`src/rtl/microwave_timer_ctrl_if.sv`:
```
// Signal bundle between the keypad/button front end, the mm:ss timer chain
// and the microwave sequencing controller.
interface microwave_timer_ctrl_if;
  // Front end and timer chain toward the controller
  logic        key_valid;
  logic [3:0]  key_digit;
  logic        start;
  logic        stop;
  logic        door_closed;
  logic        timer_zero;
  // Controller toward the timer chain, magnetron and display
  logic        timer_loadn;
  logic        timer_clearn;
  logic        timer_en;
  logic [15:0] load_data;
  logic        magnetron_on;
  logic        done;
  logic [2:0]  state;

  // Front-end side: drives keys/buttons/flags, observes controller outputs
  modport master (
    output key_valid, key_digit, start, stop, door_closed, timer_zero,
    input  timer_loadn, timer_clearn, timer_en, load_data, magnetron_on, done, state
  );

  // Controller side
  modport slave (
    input  key_valid, key_digit, start, stop, door_closed, timer_zero,
    output timer_loadn, timer_clearn, timer_en, load_data, magnetron_on, done, state
  );
endinterface

```
`src/rtl/microwave_timer_ctrl.sv`:
```
// Microwave countdown sequencing controller. Collects keypad digits into a
// 4-digit BCD entry register (mm:ss), loads it into the external timer chain,
// gates the chain enable and the magnetron, and handles pause, door-open,
// stop and cook-complete. The timer chain only reports its all-zero flag.
module microwave_timer_ctrl #(
  parameter int unsigned DONE_CYCLES = 5
) (
  input logic                  clock,
  input logic                  clear,
  microwave_timer_ctrl_if.slave bus
);

  localparam int unsigned CntW = $clog2(DONE_CYCLES + 1);
  localparam logic [CntW-1:0] CntLast = CntW'(DONE_CYCLES - 1);

  typedef enum logic [2:0] {
    StIdle  = 3'd0,
    StEntry = 3'd1,
    StLoad  = 3'd2,
    StCook  = 3'd3,
    StPause = 3'd4,
    StDone  = 3'd5
  } state_e;

  state_e            state_q, state_d;
  logic [15:0]       entry_q, entry_d;
  logic [CntW-1:0]   done_cnt_q, done_cnt_d;

  logic              key_ok;
  logic [15:0]       entry_shift;
  logic              entry_nonzero;
  logic              resume_ok;

  // A digit is only taken if it is decimal and the current sec_ones will
  // become a legal sec_tens (0..5) for the mod-6 stage after the shift.
  assign key_ok        = bus.key_valid && (bus.key_digit <= 4'd9) && (entry_q[3:0] <= 4'd5);
  assign entry_shift   = {entry_q[11:0], bus.key_digit};
  assign entry_nonzero = (entry_q != 16'h0000);
  assign resume_ok     = bus.start && bus.door_closed;

  // Next-state and entry-register logic
  always_comb begin
    state_d = state_q;
    entry_d = entry_q;
    unique case (state_q)
      StIdle: begin
        if (key_ok) begin
          state_d = StEntry;
          entry_d = entry_shift;
        end
      end
      StEntry: begin
        // start/stop outrank a simultaneous key; an ineffective start does not
        if (bus.stop) begin
          state_d = StIdle;
          entry_d = 16'h0000;
        end else if (resume_ok && entry_nonzero) begin
          state_d = StLoad;
        end else if (key_ok) begin
          entry_d = entry_shift;
        end
      end
      StLoad: begin
        state_d = StCook;
      end
      StCook: begin
        // Reaching zero wins over a door opening or stop in the same cycle
        if (bus.timer_zero) begin
          state_d = StDone;
        end else if (bus.stop || !bus.door_closed) begin
          state_d = StPause;
        end
      end
      StPause: begin
        if (bus.stop) begin
          state_d = StIdle;
          entry_d = 16'h0000;
        end else if (resume_ok) begin
          // Timer chain still holds its count, so no reload on resume
          state_d = StCook;
        end
      end
      StDone: begin
        if (bus.stop || (done_cnt_q == CntLast)) begin
          state_d = StIdle;
          entry_d = 16'h0000;
        end
      end
      default: begin
        state_d = StIdle;
        entry_d = 16'h0000;
      end
    endcase
  end

  // Done counter: held at zero outside DONE so it starts from zero on entry
  always_comb begin
    done_cnt_d = '0;
    if (state_q == StDone) begin
      done_cnt_d = done_cnt_q + CntW'(1);
    end
  end

  // State, entry and done-counter registers with synchronous clear
  always_ff @(posedge clock) begin
    if (clear) begin
      state_q    <= StIdle;
      entry_q    <= 16'h0000;
      done_cnt_q <= '0;
    end else begin
      state_q    <= state_d;
      entry_q    <= entry_d;
      done_cnt_q <= done_cnt_d;
    end
  end

  // Moore output decode from the current state
  always_comb begin
    bus.timer_loadn  = 1'b1;
    bus.timer_clearn = 1'b1;
    bus.timer_en     = 1'b0;
    bus.magnetron_on = 1'b0;
    bus.done         = 1'b0;
    unique case (state_q)
      StIdle:  bus.timer_clearn = 1'b0;
      StEntry: bus.timer_clearn = 1'b1;
      StLoad:  bus.timer_loadn  = 1'b0;
      StCook: begin
        bus.timer_en     = 1'b1;
        bus.magnetron_on = 1'b1;
      end
      StPause: bus.timer_en = 1'b0;
      StDone:  bus.done     = 1'b1;
      default: bus.timer_clearn = 1'b1;
    endcase
  end

  assign bus.load_data = entry_q;
  assign bus.state     = state_q;

endmodule
```
`src/flat_wrapper.sv`:
```
// flat-port wrapper written by rule: the top's interface ports become plain ports
module microwave_timer_ctrl_flat 
#(
  parameter int unsigned DONE_CYCLES = 5
)
  (clock, clear, bus_key_valid, bus_key_digit, bus_start, bus_stop, bus_door_closed, bus_timer_zero, bus_timer_loadn, bus_timer_clearn, bus_timer_en, bus_load_data, bus_magnetron_on, bus_done, bus_state);
  microwave_timer_ctrl_if bus_i ();
  input logic clock;
  input logic clear;
  input wire logic [$bits(bus_i.key_valid)-1:0] bus_key_valid;
  input wire logic [$bits(bus_i.key_digit)-1:0] bus_key_digit;
  input wire logic [$bits(bus_i.start)-1:0] bus_start;
  input wire logic [$bits(bus_i.stop)-1:0] bus_stop;
  input wire logic [$bits(bus_i.door_closed)-1:0] bus_door_closed;
  input wire logic [$bits(bus_i.timer_zero)-1:0] bus_timer_zero;
  output wire logic [$bits(bus_i.timer_loadn)-1:0] bus_timer_loadn;
  output wire logic [$bits(bus_i.timer_clearn)-1:0] bus_timer_clearn;
  output wire logic [$bits(bus_i.timer_en)-1:0] bus_timer_en;
  output wire logic [$bits(bus_i.load_data)-1:0] bus_load_data;
  output wire logic [$bits(bus_i.magnetron_on)-1:0] bus_magnetron_on;
  output wire logic [$bits(bus_i.done)-1:0] bus_done;
  output wire logic [$bits(bus_i.state)-1:0] bus_state;
  assign bus_i.key_valid = bus_key_valid;
  assign bus_i.key_digit = bus_key_digit;
  assign bus_i.start = bus_start;
  assign bus_i.stop = bus_stop;
  assign bus_i.door_closed = bus_door_closed;
  assign bus_i.timer_zero = bus_timer_zero;
  assign bus_timer_loadn = bus_i.timer_loadn;
  assign bus_timer_clearn = bus_i.timer_clearn;
  assign bus_timer_en = bus_i.timer_en;
  assign bus_load_data = bus_i.load_data;
  assign bus_magnetron_on = bus_i.magnetron_on;
  assign bus_done = bus_i.done;
  assign bus_state = bus_i.state;
  microwave_timer_ctrl #(.DONE_CYCLES(DONE_CYCLES)) u_core (.clock(clock), .clear(clear), .bus(bus_i));
endmodule
```
`config.mk`:
```
export PLATFORM = sky130hd
export DESIGN_NAME = microwave_timer_ctrl_flat
export DESIGN_NICKNAME = d
export VERILOG_FILES = /design/src/rtl/microwave_timer_ctrl_if.sv /design/src/rtl/microwave_timer_ctrl.sv /design/src/flat_wrapper.sv
export SDC_FILE = /design/constraint.sdc
export NUM_CORES = 1
export LEC_CHECK = 0
export CAP_MARGIN = 0
export CORE_MARGIN = 1.5
export CORE_UTILIZATION = 24
export CTS_BUF_LIST = sky130_fd_sc_hd__clkbuf_4 sky130_fd_sc_hd__clkbuf_8
export DETAILED_ROUTE_END_ITERATION = 8
export HOLD_SLACK_MARGIN = 0.02
export PLACE_DENSITY = 0.57
export SLEW_MARGIN = 20
export SYNTH_ARGS = -nofsm -noshare
export SYNTH_HDL_FRONTEND = slang
export SYNTH_SLANG_ARGS = --single-unit
```
`constraint.sdc`:
```
create_clock -name clock -period 4.25 [get_ports clock]
set_clock_uncertainty 0.05 [all_clocks]
set_input_delay 1.275 -clock clock [delete_from_list [all_inputs] [get_ports clock]]
set_output_delay 1.275 -clock clock [all_outputs]
set_load 0.02 [all_outputs]
```
# ---- Word level (Yosys, flattened, before mapping)
# Index checks and enable logic that the tools add are counted.
dict set report totals {
  out_inout_bits 24
  wordCells 53
  inputBits 11
  ff_bits 22
}
dict set report classes {
  n_eq_ne 13
  muxes 19
  bitwise_logic 2
  add_sub_neg 1
  magnitude_cmp 2
  n_reduce_logical 13
}
# operator n
set op_table {}
lappend op_table {{$mux 16} 5}
lappend op_table {{$pmux 16 s5} 1}
lappend op_table {{$mux 3} 8}
lappend op_table {{$pmux 3 s6} 1}
lappend op_table {{$reduce_bool 16->1} 1}
lappend op_table {{$eq 3x3->1 const B} 3}
lappend op_table {{$ne 3x2->1 const B} 3}
lappend op_table {{$eq 3x2->1 const B} 2}
lappend op_table {{$reduce_and 5->1} 1}
lappend op_table {{$le 4x3->1 const B} 1}
lappend op_table {{$le 4x4->1 const B} 1}
lappend op_table {{$logic_and 1x1->1} 4}
lappend op_table {{$mux 1} 4}
lappend op_table {{$ne 2x1->1 const B} 2}
lappend op_table {{$reduce_and 4->1} 1}
lappend op_table {{$reduce_or 2->1} 2}
lappend op_table {{$add 3x1->3 const B} 1}
lappend op_table {{$eq 3x1->1 const B} 1}
lappend op_table {{$logic_not 3->1} 1}
lappend op_table {{$ne 3x3->1 const B} 1}
lappend op_table {{$logic_or 1x1->1} 2}
lappend op_table {{$ne 2x2->1 const B} 1}
lappend op_table {{$not 1->1} 2}
lappend op_table {{$logic_not 1->1} 1}

# ---- Depth between registers and ports, before layout
# Gate-level depths: netlist (run 1).
dict set report logic_depth {
  word_depth 7
  depth_mapped 7
}

# ---- Worst setup path before layout (run 1)
# No wires, ideal clock.
dict set report synth_path {
  kind {register -> output}
  start {reg u_core.state_q[1], in the netlist u_core.bus.state[1]}
  end {out bus_timer_en}
  t_required_ns 2.925
  n_path_buf 2
  arrival_ns 1.216
  stages_incl_launch_ff 4
  setup_slack_ns 1.709
  cell_sequence {dfxtp_1 -> clkbuf_1 -> and2_1 -> buf_4}
}
dict set report synth_between {
  elab_chain_len 2
}
# element line
set synth_lines {}
lappend synth_lines {{start, declared} microwave_timer_ctrl.sv:25} ;# state_e state_q, state_d;
lappend synth_lines {{start signal, assigned} microwave_timer_ctrl.sv:107} ;# state_q <= StIdle;
lappend synth_lines {{start signal, assigned} microwave_timer_ctrl.sv:111} ;# state_q <= state_d;
lappend synth_lines {{$eq 3x2->1} --}
lappend synth_lines {{$mux 1} --}
lappend synth_lines {{end, declared} flat_wrapper.sv:18} ;# output wire logic [$bits(bus_i.timer_en)-1:0] bus_timer_en;
# Every way passes these cells.

# ---- Worst setup path in the final report (run 1)
dict set report layout_path {
  start {reg u_core.state_q[0], in the netlist u_core.bus.state[0]}
  end {out bus_magnetron_on}
}
dict set report layout_between {
  elab_chain_len 2
}
# element line
set layout_lines {}
lappend layout_lines {{$eq 3x2->1} microwave_timer_ctrl.sv:124} ;# unique case (state_q)
lappend layout_lines {{$mux 1} microwave_timer_ctrl.sv:124}
lappend layout_lines {{end, declared} flat_wrapper.sv:20} ;# output wire logic [$bits(bus_i.magnetron_on)-1:0] bus_magnetron_on;
# Every way passes these cells.

==> metrics.yaml, run 1 <==
synth.area.top_cells: "dfxtp_1 (40%), o2bb2ai_1 (11%), nand2b_1 (8.4%), ha_1 (2.2%), nand3_1 (2.2%)"
dpl.cell_count: 197
fin_crit_ns: 3.29
cts_buffer_depth: 2
crit_path_start: "u_core.bus.state[0]"
rsz0062_at_grt: "no"
status: "finished, final reports clean"
r2r-end: "u_core.bus.load_data[7]"
wirelength_um: 2730
syn-cell-area_mm2: 0.00111
max_freq_mhz: 304
drc: 0
routabilityCongestion: 0.789
crit_arrival_ns: 1.96
dp_worst_setup_slack_ns: 1.14
grt_start_max_net_pins: 23
ys_ff_latch: 22
grt-ovfl-total: 0
diodes: 0
clk_latency_ns: 0.27
postSynthAreaPerCell_um2: 9.35
ys_async_sr_fraction_pct: 0
route.vias.total: 1012
slew_violations: 0
antenna_found_initial: 0
yosysTopAreaCell: "dfxtp_1"
seq_area_frac_synth_pct: 39.6
synth_commonest_cells: "dfxtp_1 (22), nand2b_1 (15), o2bb2ai_1 (14)"
drt-vias-per-instance: 5.03
drive_above_1_share_pct: 7.38
initial_core_util_pct: 25.2
clock_sinks: 22
wl_per_cell_um: 13.6
cts_buffers: 3
ys.flop_type: "dfxtp_1"
fp.dieH_um: 71.1
reg2reg_slack_ns: 2.54
ios: 35
ys_types: 39
p_leak_nw: 0.499
relSlewSlack_pct: 58.3
core_mm2: 0.00441
cp-end-kind: "primary output"
fin_crit_sh_pct: 77.3
fin_tns_setup_ns: 0
post-route-util_pct: 34.8
cap_violations: 0
grt_pass1_vias: 963
synth_edf_count: 0
cts_max_level: 1
dieWidth_um: 71.1
post-synth-top-count-cell: "dfxtp_1"
setup_slack_ns: 0.965
min_path_type: "reg2reg"
worstReg2RegStart: "u_core.bus.state[0]"
postCtsSetupBuffers: 0
criticalPathCategory: "reg2out"
multi_input_area_um2: 598
finalHoldViolCount: 0
clock-root-buffer: "clkbuf_8"
clk_pin_slew_worst_paths_ns: 0.08
crit_fanout: 13
syn_nets: 132
worstPathRequired_ns: 2.92
area_growth_pct: 38.2
rows: 24
cts_tree: "done"
fin_nets: 163
fill_cells: 434
tightestPinTransition_ns: 0.624
ctsResizeCount: 0
reg2reg_depth: 4
powerDensity_mw_per_mm2: 316
synth_top_area_share_pct: 39.6
drt_iter0_markers: 47
dp_hpwl_um: 2060
grt_first_pass_wirelength_um: 4650
fin_cells: 201
postSynthCellCount: 119
start_kind: "flop"
finalSetupViolations: 0
ant_nets: 0
crit_end: "bus_magnetron_on"
ctsHoldBuffers: 0
fp.dieArea_mm2: 0.00505
dr.pass1.iters: 6
grt_usage_pct: 11.5
peakVddDrop_mv: 0.0938
io_buffers: 34
power_mw: 0.487
ys_warn_count: 0
ff_latch_area_um2: 440
logic make-up after synthesis:
logic type / count (synthesis) / share of synthesized area (%)
simple gates: 47 / 24.1
compound gates: 33 / 26.7
fa+ha+maj: 2 / 2.25
flops: 22 / 39.6
xor+xnor: 1 / 0.788
buf+inv: 14 / 6.64
power by group:
| group | leakage, nW | switching [mW] | internal [mW] | total (mW) |
|---|---|---|---|---|
| clock network | 0.0357 | 0.0719 | 0.126 | 0.198 |
| registers | 0.178 | 0.00809 | 0.211 | 0.219 |
| logic | 0.285 | 0.0352 | 0.0348 | 0.0700 |
placed cells by master (no fill, tap or decap), types with 2 or more instances in the layout:
cell              n
dfxtp_1          22
nand2_1           5
a21oi_1           3
nand3_1           5
or2b_1            2
nor2b_1           3
nor4_1            4
inv_1             6
o22a_1            2
clkdlybuf4s50_1  34
or3_1             2
clkbuf_8          3
ha_1              2
nor2_1            5
o2bb2ai_1        14
nand2b_1         15
worst max-delay path: stages, from the launching register on:
cell and delay (ns):
dfxtp_1 0.59, nor2b_1 0.30, and2_1 0.20, clkdlybuf4s50_1 0.61
stage by stage:
| step | cell area (µm²) | hold slack, ns |
|---|---|---|
| after floorplan | 1110 | 0.367 |
| after global placement | 1470 | 0.378 |
| after detailed placement | 1470 | 0.396 |
| after CTS | 1540 | 0.412 |
| after global routing | 1540 | 0.478 |
| final | 1540 | 0.416 |
worst min path at each step:
stage | slack (ns) | from | cells after the start | end
2_1_floorplan | 0.37 | u_core.done_cnt_q[0] | 1 | u_core.done_cnt_q[0]
3_3_place_gp | 0.38 | u_core.done_cnt_q[0] | 1 | u_core.done_cnt_q[0]
3_5_place_dp | 0.40 | u_core.done_cnt_q[0] | 1 | u_core.done_cnt_q[0]
4_1_cts | 0.41 | u_core.done_cnt_q[0] | 1 | u_core.done_cnt_q[0]
5_1_grt | 0.48 | u_core.bus.load_data[4] | 1 | u_core.bus.load_data[8]
6_report | 0.42 | u_core.done_cnt_q[0] | 1 | u_core.done_cnt_q[0]
final cells by class:
type,count,share of cell area (%)
clock buffers,3,2.69
clock inverters,1,1.95
inverters,6,1.46
multi-input cells,83,38.9
flip-flops and latches,22,28.6
well taps,52,4.23
repair buffers,34,22.1
registers in the layout, indices dropped and copies added (netlist names):
signal                cells
u_core.bus.load_data     16
u_core.done_cnt_q         3
u_core.bus.state          3
routing by layer:
layer	global-route usage (%)	vias to the layer above	wire (µm)
met5	0	-	0
met4	6.92	0	74
met3	2.14	5	123
met2	16.9	31	1220
met1	15.4	477	1310
li1	-	499	-
No activity file was read; power rests on OpenSTA's default activity.
==> run 2, diff against run 1 <==
==> constraint.sdc (replaced) <==
create_clock -name clock -period 3.4 [get_ports clock]
set_clock_uncertainty 0.05 [all_clocks]
set_input_delay 1.02 -clock clock [delete_from_list [all_inputs] [get_ports clock]]
set_output_delay 1.02 -clock clock [all_outputs]
set_load 0.02 [all_outputs]
==> run 2 against run 1 <==
- highest routed layer unchanged
- utilization shrank 0.20 points
- sequential power grew 25%
- via count shrank 0.79%
- worst hold slack lost 0.018 ns
- sequential share of layout area grew 0.16 points
- combinational power grew 26%
- final cell count grew 0.50%
- die area is the same
- setup slack lost 0.62 ns
- critical path depth is the same
- power grew 12%
==> metrics.yaml, run 2 (synthesis gave the netlist of run 1 again) <==
drt_iter0_markers: 49  # +4.3%
clock_sinks: 22  # unchanged
worstPathRequired_ns: 2.33  # -0.59 ns
wirelength_um: 2710  # -0.99%
finalSetupViolations: 0  # unchanged
fin_cells: 202  # +0.50%
io_buffers: 34  # unchanged
rsz0062_at_grt: "no"
reg2reg_depth: 4  # unchanged
start_kind: "flop"
peakVddDrop_mv: 0.218  # +130%
fin_nets: 164  # +0.61%
finalHoldViolCount: 0  # unchanged
grt_usage_pct: 10.9  # -0.60 points
drc: 0  # unchanged
grt_start_max_net_pins: 22  # -4.3%
min_path_type: "reg2reg"
fin_tns_setup_ns: 0  # unchanged
postCtsSetupBuffers: 0  # unchanged
fp.dieH_um: 71.1  # unchanged
ios: 35  # unchanged
final_cell_mix: "clkdlybuf4s50_1 (34), dfxtp_1 (22), nand2b_1 (15), o2bb2ai_1 (14), inv_1 (6)"
criticalPathCategory: "reg2out"
clock-root-buffer: "clkbuf_8"
grt_pass1_vias: 949  # -1.5%
area_growth_pct: 37.5
grt-ovfl-total: 0  # unchanged
status: "finished, final reports clean"
crit_end: "bus_timer_en"
cts_buffers: 3  # unchanged
cts_tree: "done"
fin_crit_sh_pct: 89.8
ctsResizeCount: 0  # unchanged
cap_violations: 0  # unchanged
clk_latency_ns: 0.26  # about the same
routabilityCongestion: 0.798  # +1.2%
worstReg2RegStart: "u_core.bus.state[0]"
clk_pin_slew_worst_paths_ns: 0.08  # about the same
reg2reg_slack_ns: 1.66  # -0.88 ns
cts_max_level: 1  # unchanged
crit_arrival_ns: 1.98  # +0.02 ns
p_leak_nw: 0.497  # -0.43%
tightestPinTransition_ns: 0.422  # -0.202 ns
antenna_found_initial: 0  # unchanged
grt_first_pass_wirelength_um: 4420  # -4.9%
dpl.cell_count: 198  # +0.51%
fin_crit_ns: 3.05
core_mm2: 0.00441  # unchanged
max_freq_mhz: 327
drive_above_1_share_pct: 8.00  # +0.62 points
post-route-util_pct: 34.6  # -0.20 points
largest_register_ffs: 16  # unchanged
cp-end-kind: "primary output"
crit_path_start: "u_core.bus.state[0]"
mostFrequentLayoutCell: "clkdlybuf4s50_1"
dr.pass1.iters: 4  # -2
diodes: 0  # unchanged
initial_core_util_pct: 25.2  # unchanged
wl_per_cell_um: 13.4  # -1.5%
ctsHoldBuffers: 0  # unchanged
crit_fanout: 13  # unchanged
dieWidth_um: 71.1  # unchanged
r2r-end: "u_core.bus.load_data[7]"
rows: 24  # unchanged
ant_nets: 0  # unchanged
drt-vias-per-instance: 4.97  # -1.3%
route.vias.total: 1004  # -0.79%
cts_buffer_depth: 2  # unchanged
slew_violations: 0  # unchanged
dp_hpwl_um: 2050  # -0.13%
relSlewSlack_pct: 71.1  # +13 points
powerDensity_mw_per_mm2: 356  # +13%
fp.dieArea_mm2: 0.00505  # unchanged
[run 2: cell types whose count changed in the layout (fill, tap and decap cells not counted)]
cell       before  now
clkbuf_8        3    4
buf_4           0    1
bufinv_16       1    0
[run 2: critical path, cell delays in order, from the launching register on]
cell and delay, ns:
dfxtp_1 0.58, nor2b_1 0.32, and2_1 0.21, clkdlybuf4s50_1 0.61
[run 2: metal layers]
layer | vias up | share of wire, % | track usage [%]
li1 | 500 | - | -
met1 | 460 | 47 | 15.2
met4 | 0 | 2.0 | 4.61
met5 | - | 0 | 0
met2 | 40 | 45 | 16.0
met3 | 4 | 5.9 | 2.56
[run 2: area by class of cell]
class	count	area, µm²
fill	446	2890
multi-input combinational	83	598
timing repair buffer	35	348
sequential	22	440
clock buffer	4	55.1
tap	52	65.1
inverter	6	22.5
[run 2: through the flow]
| stage | power [mW] | hold WS [ns] | setup slack (ns) | instance area [µm²] |
|---|---|---|---|---|
| after CTS | 0.550 | 0.400 | 0.375 | 1530 |
| after floorplan | 0.334 | 0.367 | 1.11 | 1110 |
| after global placement | 0.366 | 0.377 | 0.723 | 1470 |
| final | 0.545 | 0.398 | 0.346 | 1530 |
| after global routing | 0.566 | 0.435 | 0.220 | 1530 |
| after detailed placement | 0.368 | 0.384 | 0.664 | 1470 |
[run 2: worst min-delay path by stage]
stage	from	to	slack (ns)	depth (start not counted)
6_report	u_core.done_cnt_q[0]	u_core.done_cnt_q[0]	0.40	1
5_1_grt	u_core.done_cnt_q[0]	u_core.done_cnt_q[0]	0.43	1
4_1_cts	u_core.done_cnt_q[0]	u_core.done_cnt_q[0]	0.40	1
3_5_place_dp	u_core.done_cnt_q[0]	u_core.done_cnt_q[0]	0.38	1
3_3_place_gp	u_core.done_cnt_q[0]	u_core.done_cnt_q[0]	0.38	1
2_1_floorplan	u_core.done_cnt_q[0]	u_core.done_cnt_q[0]	0.37	1
[run 2: power breakdown]
part	leakage (nW)	switching, mW	internal, mW
Clock	0.0288	0.0798	0.103
Sequential	0.178	0.0101	0.263
Combinational	0.290	0.0444	0.0441
Total	0.497	0.134	0.410
==> run 3, diff against run 2 <==
--- a/config.mk
+++ b/config.mk
@@ -6,6 +6,7 @@
 export NUM_CORES = 1
 export LEC_CHECK = 0
 export CAP_MARGIN = 0
+export CORE_ASPECT_RATIO = 0.7
 export CORE_MARGIN = 1.5
 export CORE_UTILIZATION = 24
 export CTS_BUF_LIST = sky130_fd_sc_hd__clkbuf_4 sky130_fd_sc_hd__clkbuf_8
==> run 3 against run 2 <==
- register-to-register slack about the same
- largest power group unchanged
- routed wire length grew 4.1%
- flip-flop and latch count stayed put
- critical path type unchanged
- first-iteration DRC count rose by 22%
- largest cell class unchanged
- highest routed layer unchanged
==> metrics.yaml, run 3 (synthesis gave the netlist of run 1 again) <==
finalSetupViolations: 0  # unchanged
ant_nets: 0  # unchanged
status: "finished, final reports clean"
cts_tree: "done"
power.switching_mw: 0.131  # -2.6%
worstPathRequired_ns: 2.33  # about the same
grt_pass1_vias: 961  # +1.3%
start_kind: "flop"
p_leak_nw: 0.490  # -1.4%
rsz0062_at_grt: "no"
mostFrequentLayoutCell: "clkdlybuf4s50_1"
crit_arrival_ns: 1.98  # about the same
clk_pin_slew_worst_paths_ns: 0.07  # about the same
intPower_mw: 0.386  # -5.9%
grt-ovfl-total: 0  # unchanged
fin_crit_sh_pct: 89.6  # -0.23 points
criticalPathCategory: "reg2out"
met3RoutedLength_um: 153  # -4.4%
wl_met1_um: 1420  # +11%
ff_latch_area_um2: 440  # unchanged
fin_cells: 204  # +0.99%
drt-vias-per-instance: 4.98  # +0.20%
routabilityCongestion: 0.891  # +12%
crit_fanout: 13  # unchanged
wirelength_um: 2820  # +4.1%
drt_iter0_markers: 60  # +22%
grt_usage_pct: 11.6  # +0.71 points
cts_buffer_depth: 2  # unchanged
slew_violations: 0  # unchanged
cts_max_level: 1  # unchanged
clock_sinks: 22  # unchanged
clk_latency_ns: 0.25  # about the same
dpl.cell_count: 201  # +1.5%
wl_met2_um: 1220  # about the same
grt_first_pass_wirelength_um: 4660  # +5.3%
path_delay_family: "buffers and inverters"
powerDensity_mw_per_mm2: 340  # -4.4%
cp-end-kind: "primary output"
highest_layer: "met4"
drive_above_1_share_pct: 7.38  # -0.62 points
relSlewSlack_pct: 71.7  # +0.55 points
ctsHoldBuffers: 0  # unchanged
max_freq_mhz: 328  # +0.25%
rows: 20  # -17%
cap_violations: 0  # unchanged
dp_hpwl_um: 2130  # +3.7%
dieWidth_um: 84.4  # +19%
fin_crit_ns: 3.05  # -0.00773 ns
crit_buf_inv: 1  # unchanged
crit_slowest_cell: "clkdlybuf4s50_1"
final_cell_mix: "clkdlybuf4s50_1 (34), dfxtp_1 (22), nand2b_1 (15), o2bb2ai_1 (14), inv_1 (6)"
fin_tns_setup_ns: 0  # unchanged
peakVddDrop_mv: 0.168  # -23%
cts_buffers: 3  # unchanged
max_stage_delay_ns: 0.61  # about the same
dr.pass1.iters: 4  # unchanged
fill_cells: 455  # +2.0%
fp.dieH_um: 60.0  # -16%
fp.dieArea_mm2: 0.00506  # +0.13%
p_sw_share_pct: 25.3  # +0.64 points
area_growth_pct: 36.6
io_buffers: 34  # unchanged
core_mm2: 0.00440  # -0.23%
tightestPinTransition_ns: 0.414  # -0.00800 ns
wl_per_cell_um: 13.8  # +3.0%
combinationalPowerShare_pct: 17.2  # +0.9 points
finalHoldViolCount: 0  # unchanged
postCtsSetupBuffers: 0  # unchanged
drc: 0  # unchanged
ctsResizeCount: 0  # unchanged
p_seq_share_pct: 52.9  # +2.7 points
multi_input_area_um2: 598  # unchanged
ios: 35  # unchanged
cp_cell_sequence: "nor2b_1 -> and2_1 -> clkdlybuf4s50_1"
diodes: 0  # unchanged
clock-root-buffer: "clkbuf_8"
initial_core_util_pct: 25.3  # +0.057 points
route.vias.total: 1016  # +1.2%
grt_start_max_net_pins: 22  # unchanged
p_clk_share_pct: 29.9  # -3.7 points
largest_register_ffs: 16  # unchanged
antenna_found_initial: 0  # unchanged
fin_nets: 164  # unchanged
min_path_type: "reg2reg"
## run 3: layout make-up
cell class | instances | area share, %
Multi-Input combinational cell | 83 | 39.4
Clock buffer | 3 | 2.72
Sequential cell | 22 | 29.0
Tap cell | 55 | 4.53
Inverter | 6 | 1.48
Timing Repair Buffer | 35 | 22.9
## run 3: worst paths after layout
path | startpoint | end | slack, ns | cells past startpoint
max | u_core.bus.state[0] | bus_timer_en | 0.35 | 3
min | u_core.done_cnt_q[0] | u_core.done_cnt_q[0] | 0.41 | 1
max reg2reg | u_core.bus.state[0] | u_core.bus.load_data[7] | 1.66 | 4
min reg2reg | u_core.done_cnt_q[0] | u_core.done_cnt_q[0] | 0.41 | 1
## run 3: layer usage
layer,GRT usage [%],vias up
li1,-,497
met1,16.6,481
met2,17.3,36
met3,3.31,2
met4,2.76,0
met5,0,-
## run 3: stage by stage
step / utilization, % / total power, mW / hold slack, ns / cell area, µm² / worst slack [ns]
after floorplan: - / 0.334 / 0.367 / 1110 / 1.11
after global placement: 33.6 / 0.366 / 0.378 / 1480 / 0.719
after detailed placement: 33.6 / 0.368 / 0.401 / 1480 / 0.651
after CTS: 34.5 / 0.524 / 0.417 / 1520 / 0.358
after global routing: 34.5 / 0.541 / 0.442 / 1520 / 0.250
final: 34.5 / 0.517 / 0.410 / 1520 / 0.353
## run 3: power by group through the flow
stage                     Combinational, mW  Sequential (mW)  Clock [mW]
after floorplan                      0.0527            0.281           0
after global placement               0.0872            0.279           0
after detailed placement             0.0888            0.279           0
after CTS                            0.0890            0.273       0.162
after global routing                 0.0954            0.275       0.170
final                                0.0888            0.274       0.155
